**config.mk**
```make
export PLATFORM = sky130hd
export DESIGN_NAME = dq_rdwr_bus_scheduler
export DESIGN_NICKNAME = d
export VERILOG_FILES = /design/src/rtl/dq_rdwr_bus_scheduler_pkg.sv /design/src/rtl/dq_gap_timer.sv /design/src/rtl/dq_rdwr_bus_scheduler.sv
export SDC_FILE = /design/constraint.sdc
export NUM_CORES = 1
export LEC_CHECK = 0
export CAP_MARGIN = 0
export CORE_UTILIZATION = 62
export CTS_CLUSTER_DIAMETER = 80
export DETAILED_ROUTE_END_ITERATION = 10
export DONT_BUFFER_PORTS = 1
export PLACE_DENSITY_LB_ADDON = 0.08
export SETUP_SLACK_MARGIN = 0.15
export SLEW_MARGIN = 40
export SYNTH_ARGS = -nofsm -noshare
export SYNTH_HDL_FRONTEND = slang
export SYNTH_HIERARCHICAL = 1
export SYNTH_SLANG_ARGS = --single-unit
```
**constraint.sdc**
```tcl
create_clock -name clk -period 3.37 [get_ports clk]
set_input_delay 0.674 -clock clk [delete_from_list [all_inputs] [get_ports clk]]
set_output_delay 0.674 -clock clk [all_outputs]
set_load 0.01 [all_outputs]
```
**src/rtl/dq_rdwr_bus_scheduler_pkg.sv**
```systemverilog
// Shared definitions for the DQ-bus read/write scheduler: default timing,
// bank-group type and the bus-direction FSM encoding.
package dq_rdwr_bus_scheduler_pkg;

    localparam int unsigned DQ_BG_W       = 2;
    localparam int unsigned DQ_T_CCD_S    = 4;
    localparam int unsigned DQ_T_CCD_L    = 6;
    localparam int unsigned DQ_T_WTR_S    = 12;
    localparam int unsigned DQ_T_WTR_L    = 16;
    localparam int unsigned DQ_T_RTW      = 8;
    localparam int unsigned DQ_STARVE_MAX = 16;

    typedef logic [DQ_BG_W-1:0] bg_t;

    typedef enum logic [1:0] {
        RD    = 2'd0,
        WR    = 2'd1,
        RD2WR = 2'd2,
        WR2RD = 2'd3
    } dq_sched_state_e;

    function automatic int unsigned max_u(input int unsigned a, input int unsigned b);
        return (a > b) ? a : b;
    endfunction

    // Write mode covers the write state and the turnaround heading into it.
    function automatic logic is_write_dir(input dq_sched_state_e s);
        return (s == WR) || (s == RD2WR);
    endfunction

endpackage

```
**src/rtl/dq_gap_timer.sv**
```systemverilog
// Tracks cycles since the last granted CAS plus its direction and bank group,
// and reports whether a read or write CAS may issue now.
module dq_gap_timer
    import dq_rdwr_bus_scheduler_pkg::*;
#(
    parameter int unsigned BG_W    = DQ_BG_W,
    parameter int unsigned T_CCD_S = DQ_T_CCD_S,
    parameter int unsigned T_CCD_L = DQ_T_CCD_L,
    parameter int unsigned T_WTR_S = DQ_T_WTR_S,
    parameter int unsigned T_WTR_L = DQ_T_WTR_L,
    parameter int unsigned T_RTW   = DQ_T_RTW
) (
    input  logic            clk,
    input  logic            rst,
    input  logic            rd_gnt,
    input  logic            wr_gnt,
    input  logic [BG_W-1:0] rd_bg,
    input  logic [BG_W-1:0] wr_bg,
    output logic            rd_eligible,
    output logic            wr_eligible,
    output logic [BG_W-1:0] last_bg
);

    localparam int unsigned GAP_MAX = max_u(max_u(max_u(T_CCD_S, T_CCD_L),
                                                  max_u(T_WTR_S, T_WTR_L)), T_RTW);
    localparam int unsigned EL_W    = $clog2(GAP_MAX + 1);
    localparam logic [EL_W-1:0] EL_SAT = EL_W'(GAP_MAX);

    logic [EL_W-1:0] elapsed;
    logic [EL_W-1:0] rd_gap;
    logic [EL_W-1:0] wr_gap;
    logic            last_dir;
    logic            last_valid;

    // Reset parks elapsed at saturation so stale history can never block a grant.
    always_ff @(posedge clk) begin
        if (rst) begin
            elapsed    <= EL_SAT;
            last_dir   <= 1'b0;
            last_bg    <= '0;
            last_valid <= 1'b0;
        end else if (rd_gnt || wr_gnt) begin
            elapsed    <= EL_W'(1);
            last_dir   <= wr_gnt;
            last_bg    <= wr_gnt ? wr_bg : rd_bg;
            last_valid <= 1'b1;
        end else if (elapsed != EL_SAT) begin
            elapsed    <= elapsed + EL_W'(1);
        end
    end

    // Required gap depends on the last direction and on the current request's bank group.
    always_comb begin
        rd_gap = EL_W'(T_CCD_S);
        wr_gap = EL_W'(T_RTW);
        if (last_dir) begin
            rd_gap = (rd_bg == last_bg) ? EL_W'(T_WTR_L) : EL_W'(T_WTR_S);
            wr_gap = (wr_bg == last_bg) ? EL_W'(T_CCD_L) : EL_W'(T_CCD_S);
        end else begin
            rd_gap = (rd_bg == last_bg) ? EL_W'(T_CCD_L) : EL_W'(T_CCD_S);
        end
        rd_eligible = !last_valid || (elapsed >= rd_gap);
        wr_eligible = !last_valid || (elapsed >= wr_gap);
    end

endmodule

```
**src/rtl/dq_rdwr_bus_scheduler.sv**
```systemverilog
// Per-channel DQ-bus scheduler: picks at most one read or write CAS per cycle,
// honouring CAS spacing, bus turnaround, write drain and starvation limits.
module dq_rdwr_bus_scheduler
    import dq_rdwr_bus_scheduler_pkg::*;
#(
    parameter int unsigned BG_W       = DQ_BG_W,
    parameter int unsigned T_CCD_S    = DQ_T_CCD_S,
    parameter int unsigned T_CCD_L    = DQ_T_CCD_L,
    parameter int unsigned T_WTR_S    = DQ_T_WTR_S,
    parameter int unsigned T_WTR_L    = DQ_T_WTR_L,
    parameter int unsigned T_RTW      = DQ_T_RTW,
    parameter int unsigned STARVE_MAX = DQ_STARVE_MAX
) (
    input  logic            clk,
    input  logic            rst,
    input  logic            cmdReady,
    input  logic            rdReq,
    input  logic [BG_W-1:0] rdBG,
    input  logic            wrReq,
    input  logic [BG_W-1:0] wrBG,
    input  logic            wrDrain,
    output logic            rdGnt,
    output logic            wrGnt,
    output logic            busDir,
    output logic [BG_W-1:0] lastBG
);

    localparam int unsigned ST_W = $clog2(STARVE_MAX + 1);
    localparam logic [ST_W-1:0] ST_SAT = ST_W'(STARVE_MAX);

    dq_sched_state_e state;
    dq_sched_state_e next_state;

    logic [ST_W-1:0] rd_starve;
    logic [ST_W-1:0] wr_starve;
    logic            rd_starved;
    logic            wr_starved;
    logic            rd_eligible;
    logic            wr_eligible;
    logic            rd_phase;
    logic            wr_phase;

    dq_gap_timer #(
        .BG_W    (BG_W),
        .T_CCD_S (T_CCD_S),
        .T_CCD_L (T_CCD_L),
        .T_WTR_S (T_WTR_S),
        .T_WTR_L (T_WTR_L),
        .T_RTW   (T_RTW)
    ) u_gap_timer (
        .clk         (clk),
        .rst         (rst),
        .rd_gnt      (rdGnt),
        .wr_gnt      (wrGnt),
        .rd_bg       (rdBG),
        .wr_bg       (wrBG),
        .rd_eligible (rd_eligible),
        .wr_eligible (wr_eligible),
        .last_bg     (lastBG)
    );

    assign rd_starved = rdReq && (rd_starve >= ST_SAT);
    assign wr_starved = wrReq && (wr_starve >= ST_SAT);
    assign rd_phase   = (state == RD) || (state == WR2RD);
    assign wr_phase   = (state == WR) || (state == RD2WR);

    always_ff @(posedge clk) begin
        if (rst) begin
            state <= RD;
        end else begin
            state <= next_state;
        end
    end

    // Grants and direction choice; read starvation outranks drain, drain outranks staying put.
    always_comb begin
        next_state = state;
        rdGnt      = 1'b0;
        wrGnt      = 1'b0;
        if (rst) begin
            next_state = RD;
        end else begin
            rdGnt = rdReq && cmdReady && rd_eligible && rd_phase;
            wrGnt = wrReq && cmdReady && wr_eligible && wr_phase;
            unique case (state)
                RD: begin
                    if (!rd_starved && wrReq && (!rdReq || wrDrain || wr_starved)) begin
                        next_state = RD2WR;
                    end
                end
                RD2WR: begin
                    if (wrGnt) begin
                        next_state = WR;
                    end else if (!wrReq) begin
                        next_state = RD;
                    end
                end
                WR: begin
                    if (rdReq && (rd_starved || (!wrReq && !wrDrain))) begin
                        next_state = WR2RD;
                    end
                end
                WR2RD: begin
                    if (rdGnt) begin
                        next_state = RD;
                    end else if (!rdReq) begin
                        next_state = WR;
                    end
                end
                default: next_state = RD;
            endcase
        end
        busDir = is_write_dir(next_state);
    end

    // Wait counters: reset by their own grant or an idle request, saturating at the limit.
    always_ff @(posedge clk) begin
        if (rst) begin
            rd_starve <= '0;
            wr_starve <= '0;
        end else begin
            if (!rdReq || rdGnt) begin
                rd_starve <= '0;
            end else if (rd_starve != ST_SAT) begin
                rd_starve <= rd_starve + ST_W'(1);
            end
            if (!wrReq || wrGnt) begin
                wr_starve <= '0;
            end else if (wr_starve != ST_SAT) begin
                wr_starve <= wr_starve + ST_W'(1);
            end
        end
    end

endmodule

```
## Word-level counts from Yosys, hierarchy flattened

Cells that the tools add are included.

| cells by class | value |
|---|---|
| add/sub/neg operators | 3 |
| magnitude comparators | 4 |
| equality and inequality tests | 10 |
| mux-type cells | 18 |
| reductions and logical operators | 33 |

Operators by type and width:

| kind | count |
|---|---|
| 5-bit 2-to-1 mux | 5 |
| 2-bit 2-to-1 mux | 10 |
| 5-bit by 1-bit adder with 5-bit output (second input constant) | 3 |
| 5-bit inequality test (second input constant) | 3 |
| 1-bit logical AND | 12 |
| 1-bit logical OR | 11 |
| 5-bit >= comparator | 2 |
| 5-bit >= comparator (second input constant) | 2 |
| 2-bit one-hot mux with 4 select lines | 1 |
| 2-bit == test (second input constant) | 3 |
| 2-bit OR reduction | 3 |
| 1-bit logical NOT | 5 |
| 2-bit by 1-bit == test with 1-bit output (second input constant) | 2 |
| 2-bit == test | 2 |
| 2-bit logical NOT | 1 |
| 1-bit 2-to-1 mux | 2 |
| 2-bit nonzero test | 1 |

| word-level totals | value |
|---|---|
| register bits after elaboration | 21 |
| output and inout port bits | 5 |
| word-level logic and storage cells | 76 |

## Depth between registers and ports, before layout

| logic depth | value |
|---|---|
| depth after elaboration | 12 |
| mapped depth | 12 |
| mapped depth without buffers | 12 |

## Hierarchy

The synthesis kept the hierarchy.

Modules (own cells, without submodules):

| module | instances | cells an instance | area each (um^2) | sequential area each (um^2) |
|---|---|---|---|---|
| dq_rdwr_bus_scheduler | 1 | 79 | 730.7 | 240.2 |
| dq_gap_timer | 1 | 68 | 613.1 | 180.2 |

## Worst setup path after synthesis

Ideal clock, no wire load.

| path | value |
|---|---|
| path kind | in2out |
| from | input port rdBG[0] |
| to | output port busDir |
| arrival | 2408 ps |
| slack | 288 ps |
| cell stages on the path | 11 |
| cell sequence | xnor2_1 nand3_1 inv_1 ha_1 nor2b_1 a311oi_1 o21ai_1 and3b_2 o22ai_2 a2bb2oi_2 xor2_1 |

| on the way | value |
|---|---|
| longest elaborated chain between the ends | 12 |
| elaborated cells on any way between the ends | 14 |

RTL lines:

| element | line | text |
|---|---|---|
| from (decl) | dq_rdwr_bus_scheduler.sv:18 | `input logic [BG_W-1:0] rdBG,` |
| 2-bit == test * | dq_gap_timer.sv:57, dq_gap_timer.sv:60 |  |
| 2-bit 2-to-1 mux or 5-bit 2-to-1 mux (tied branches) | dq_gap_timer.sv:60, dq_gap_timer.sv:57 |  |
| 5-bit 2-to-1 mux * | dq_gap_timer.sv:56 | `if (last_dir) begin` |
| 5-bit >= comparator * | dq_gap_timer.sv:62 | `rd_eligible = !last_valid \|\| (elapsed >= rd_gap);` |
| 1-bit logical OR * | dq_gap_timer.sv:62 |  |
| net rd_eligible | dq_rdwr_bus_scheduler.sv:38 | `logic rd_eligible;` |
| 1-bit logical AND * (2 in series) | dq_rdwr_bus_scheduler.sv:83 | `rdGnt = rdReq && cmdReady && rd_eligible && rd_phase;` |
| 2-bit 2-to-1 mux * | dq_rdwr_bus_scheduler.sv:104 | `if (rdGnt) begin` |
| 2-bit one-hot mux with 4 select lines * | dq_rdwr_bus_scheduler.sv:85 | `unique case (state)` |
| 2-bit 2-to-1 mux * | dq_rdwr_bus_scheduler.sv:80 | `if (rst) begin` |
| 2-bit by 1-bit == test with 1-bit output or 2-bit == test (tied branches) | dq_rdwr_bus_scheduler_pkg.sv:28 | `return (s == WR) \|\| (s == RD2WR);` |
| 1-bit logical OR * | dq_rdwr_bus_scheduler_pkg.sv:28 |  |
| to (decl) | dq_rdwr_bus_scheduler.sv:24 | `output logic busDir,` |

The timed path passes the listed nets; every way through them passes the cells marked *.

## Worst setup path after layout

| path | value |
|---|---|
| from | register u_gap_timer.last_dir |
| to | output port busDir |

| on the way | value |
|---|---|
| longest elaborated chain between the ends | 10 |
| elaborated cells on any way between the ends | 17 |

RTL lines:

| element | line | text |
|---|---|---|
| from (decl) | dq_gap_timer.sv:32 | `logic last_dir;` |
| from (signal assigned) | dq_gap_timer.sv:44 | `last_dir <= wr_gnt;` |
| 5-bit 2-to-1 mux * | dq_gap_timer.sv:56 |  |
| 5-bit >= comparator * | dq_gap_timer.sv:63 | `wr_eligible = !last_valid \|\| (elapsed >= wr_gap);` |
| 1-bit logical OR * | dq_gap_timer.sv:63 |  |
| net wr_eligible | dq_rdwr_bus_scheduler.sv:39 | `logic wr_eligible;` |
| 1-bit logical AND * (2 in series) | dq_rdwr_bus_scheduler.sv:84 | `wrGnt = wrReq && cmdReady && wr_eligible && wr_phase;` |
| 2-bit 2-to-1 mux * | dq_rdwr_bus_scheduler.sv:92 | `if (wrGnt) begin` |
| 2-bit one-hot mux with 4 select lines * | dq_rdwr_bus_scheduler.sv:85 |  |
| 2-bit 2-to-1 mux * | dq_rdwr_bus_scheduler.sv:80 |  |
| 2-bit by 1-bit == test with 1-bit output or 2-bit == test (tied branches) | dq_rdwr_bus_scheduler_pkg.sv:28 |  |
| 1-bit logical OR * | dq_rdwr_bus_scheduler_pkg.sv:28 |  |

Marked as above.

==> impl_metrics.env <==
export IMPL_seq_power_share_pct=41.2
export IMPL_crit_required_ns=2.70
export IMPL_final_cell_area_sq_um=1500
export IMPL_cts_tree="done"
export IMPL_timing_critical_path_to_type="output port"
export IMPL_min_delay_worst_type="in2reg"
export IMPL_setup_violations_final=0
export IMPL_leak_pwr_nw=0.578
export IMPL_placementRows=16
export IMPL_drt_initial_drc_count=8
export IMPL_global_route_wire_length_before_repair_um=4350
export IMPL_dpl_hpwl_um=1930
export IMPL_grt_setup_unrepaired="true"
export IMPL_clock_tree_htree_level_count=1
export IMPL_chipHeight_um=48.6
export IMPL_areaGrowthSynthToFinish_pct=11.8
export IMPL_vias_per_cell=5.83
export IMPL_synth_area_leaders="sky130_fd_sc_hd__dfxtp_1 (31%), sky130_fd_sc_hd__ha_1 (16%), sky130_fd_sc_hd__xnor2_1 (5.9%)"
export IMPL_synthTopCellsByCount="sky130_fd_sc_hd__dfxtp_1 (21), sky130_fd_sc_hd__nor2_1 (18), sky130_fd_sc_hd__ha_1 (17), sky130_fd_sc_hd__inv_1 (13), sky130_fd_sc_hd__xnor2_1 (9)"
export IMPL_cts_sinks=21
export IMPL_num_fill_cells=146
export IMPL_root_driver="sky130_fd_sc_hd__clkbuf_4"
export IMPL_path_clk_slew_ns=0.12
export IMPL_number_of_antenna_violations_at_the_first_check_in_global_routing=0
export IMPL_routed_wire_length_per_instance_um=14.9
export IMPL_tightestPinTransition_ns=0.754
export IMPL_report_final_slew_viol_count=0
export IMPL_drt_drc_violations_left=0
export IMPL_routed_vias=1044
export IMPL_io_pins=15
export IMPL_design_die_area_sq_um=2360
export IMPL_postPlaceCellArea_sq_um=1380
export IMPL_internal_power_mw=0.488
export IMPL_num_antenna_cells=0
export IMPL_grt_max_degree=15
export IMPL_gp_congestion=0.853
export IMPL_firstDrtPassIters=4
export IMPL_die_width_um=48.6
export IMPL_max_clock_path_buffers=2
export IMPL_groute_usage_overall_pct=23.2
export IMPL_finClkSkew_ns=0.00592
export IMPL_ys_seq_elements=21
export IMPL_tritoncts_num_buffers=3
export IMPL_insertion_delay_ns=0.31
export IMPL_result_of_the_run="complete, no violations"
export IMPL_postRouteAntennaNets=0
export IMPL_period_needed_ns=3.24
export IMPL_p_clk_share_pct=15.7
export IMPL_max_slew_margin_pct=49.5
export IMPL_core_sq_um=2000
export IMPL_pwr_density_cell_nw_per_um2=530
export IMPL_yosysMostFrequentCell="sky130_fd_sc_hd__dfxtp_1"
export IMPL_fin_tns_setup_ns=0
export IMPL_synth_sequential_area_ratio_pct=31.3
export IMPL_drive_gt1_share_pct=16.4
export IMPL_finish_net_count=180
export IMPL_start_util_pct=67.1
export IMPL_fmaxAchievable_mhz=309
export IMPL_criticalPathCategory="reg2out"
export IMPL_yosys_area_top_type="sky130_fd_sc_hd__dfxtp_1"
export IMPL_wirelength_um=2670
export IMPL_syn_inst=147
export IMPL_post_synth_top_area_fraction_pct=31.3
export IMPL_via_count_of_the_first_global_routing_pass=1066
export IMPL_cap_violations=0
export IMPL_number_of_buffer_cells_added_on_primary_ports=0
export IMPL_worstSetupStartpoint="u_gap_timer/last_dir"
export IMPL_path_max_fanout=6
export IMPL_switching_share_pct=38.6
export IMPL_worstSetupStartpointType="flop"
export IMPL_grt_ovfl_total=0
export IMPL_synth_ff_type="sky130_fd_sc_hd__dfxtp_1"
export IMPL_synth_fp_nets=174
export IMPL_hold_violations=0
export IMPL_crit_arrival_ns=2.57
export IMPL_p_comb_share_pct=43.1
export IMPL_worst_r2r_startpoint="u_gap_timer/last_bg[0]"
export IMPL_synth_edff_count=0
export IMPL_synth_async_reset_ratio_pct=0
export IMPL_syn_std_cell_area_sq_um=1340
export IMPL_synth_warnings=6
export IMPL_min_period_over_period_pct=96.2
export IMPL_synthDistinctLibCells=36
export IMPL_max_vdd_ir_drop_v=0.000378
export IMPL_switching_power_mw=0.307
export IMPL_hp_start="rst"
export IMPL_syn_mean_instance_area_sq_um=9.14
export IMPL_cts_hold_buffers=0
cells by family after synthesis:
| family | synth area share, % |
|---|---|
| AOI/OAI and AO/OA | 11.5 |
| xor gates and xnor gates | 11.1 |
| adders and majority gates | 15.8 |
| buffers and inverters | 4.28 |
| DFF | 31.3 |
| muxes | 5.40 |
| and+or+nand+nor | 20.7 |
through the flow:
| stage | hold slack (ns) | setup slack, ns | util (%) | cells | power, mW |
|---|---|---|---|---|---|
| global placement | 0.461 | 0.187 | 68.9 | 174 | 0.623 |
| global route | 0.399 | 0.0360 | 75.1 | 179 | 0.853 |
| detailed placement | 0.488 | 0.118 | 68.9 | 174 | 0.639 |
| CTS | 0.413 | 0.162 | 72.0 | 179 | 0.771 |
| floorplan | 0.449 | 0.288 | - | 147 | 0.578 |
| finish | 0.408 | 0.129 | 75.1 | 179 | 0.796 |
final cells by class:
class	count	area (sq um)	share of cell area [%]
multi-input combinational	111	947	63.0
clock buffer	4	26.3	1.75
tap	27	33.8	2.25
inverter	14	52.6	3.50
timing repair buffer	2	15.0	0.999
sequential	21	428	28.5
power groups by stage:
stage / logic, mW / clock network, mW / registers (mW)
floorplan: 0.259 / 0 / 0.319
global placement: 0.296 / 0 / 0.327
detailed placement: 0.310 / 0 / 0.328
CTS: 0.321 / 0.126 / 0.324
global route: 0.383 / 0.137 / 0.332
finish: 0.343 / 0.125 / 0.328
repair_timing:
item                                    in CTS  in global routing
pin swaps                                    6                 11
gates resized for setup                      6                  9
endpoints found under the setup margin       1                  1
setup buffers                                1                  0
path summary, 6_finish.rpt:
check                           end  slack (ns)  cells after the start
max reg2reg  u_gap_timer/last_bg[1]        0.72                     12
max                          busDir        0.13                      8
min          u_gap_timer/last_bg[0]        0.41                      1
min reg2reg  u_gap_timer/last_valid        0.52                      2
cell usage in the layout, fill, tap and decap left out, drive strengths merged, types with 4 or more instances in the layout:
cell / Yosys / layout
xor2: 8 / 8
nand2: 6 / 6
ha: 17 / 17
clkbuf: 0 / 4
dfxtp: 21 / 21
nor2: 18 / 18
mux2i: 5 / 5
xnor2: 9 / 9
nor3: 5 / 5
nand3: 8 / 8
inv: 14 / 14
registers in the layout, indices dropped and copies added (netlist names):
signal and cells:
wr_starve 5, u_gap_timer/last_bg 2, u_gap_timer/last_valid 1, u_gap_timer/last_dir 1, rd_starve 5, u_gap_timer/elapsed 5, state 2
metal layers:
layer  wire length, um  GRT usage, %  vias to the layer above
li1                  -             -                      517
met1              1130          25.2                      490
met2              1390          45.5                       31
met3                97          4.72                        6
met4                60          5.39                        0
met5                 0             0                        -
critical path: stages (launching register included):
cell and delay, ns:
sky130_fd_sc_hd__dfxtp_1 0.49, sky130_fd_sc_hd__inv_1 0.10, sky130_fd_sc_hd__ha_1 0.19, sky130_fd_sc_hd__a2111oi_0 0.49, sky130_fd_sc_hd__o21ai_1 0.16, sky130_fd_sc_hd__nand3_1 0.18
sky130_fd_sc_hd__and4b_1 0.25, sky130_fd_sc_hd__a2bb2oi_2 0.20, sky130_fd_sc_hd__xor2_2 0.20
Note: power is estimated with default switching activity, not from simulation.
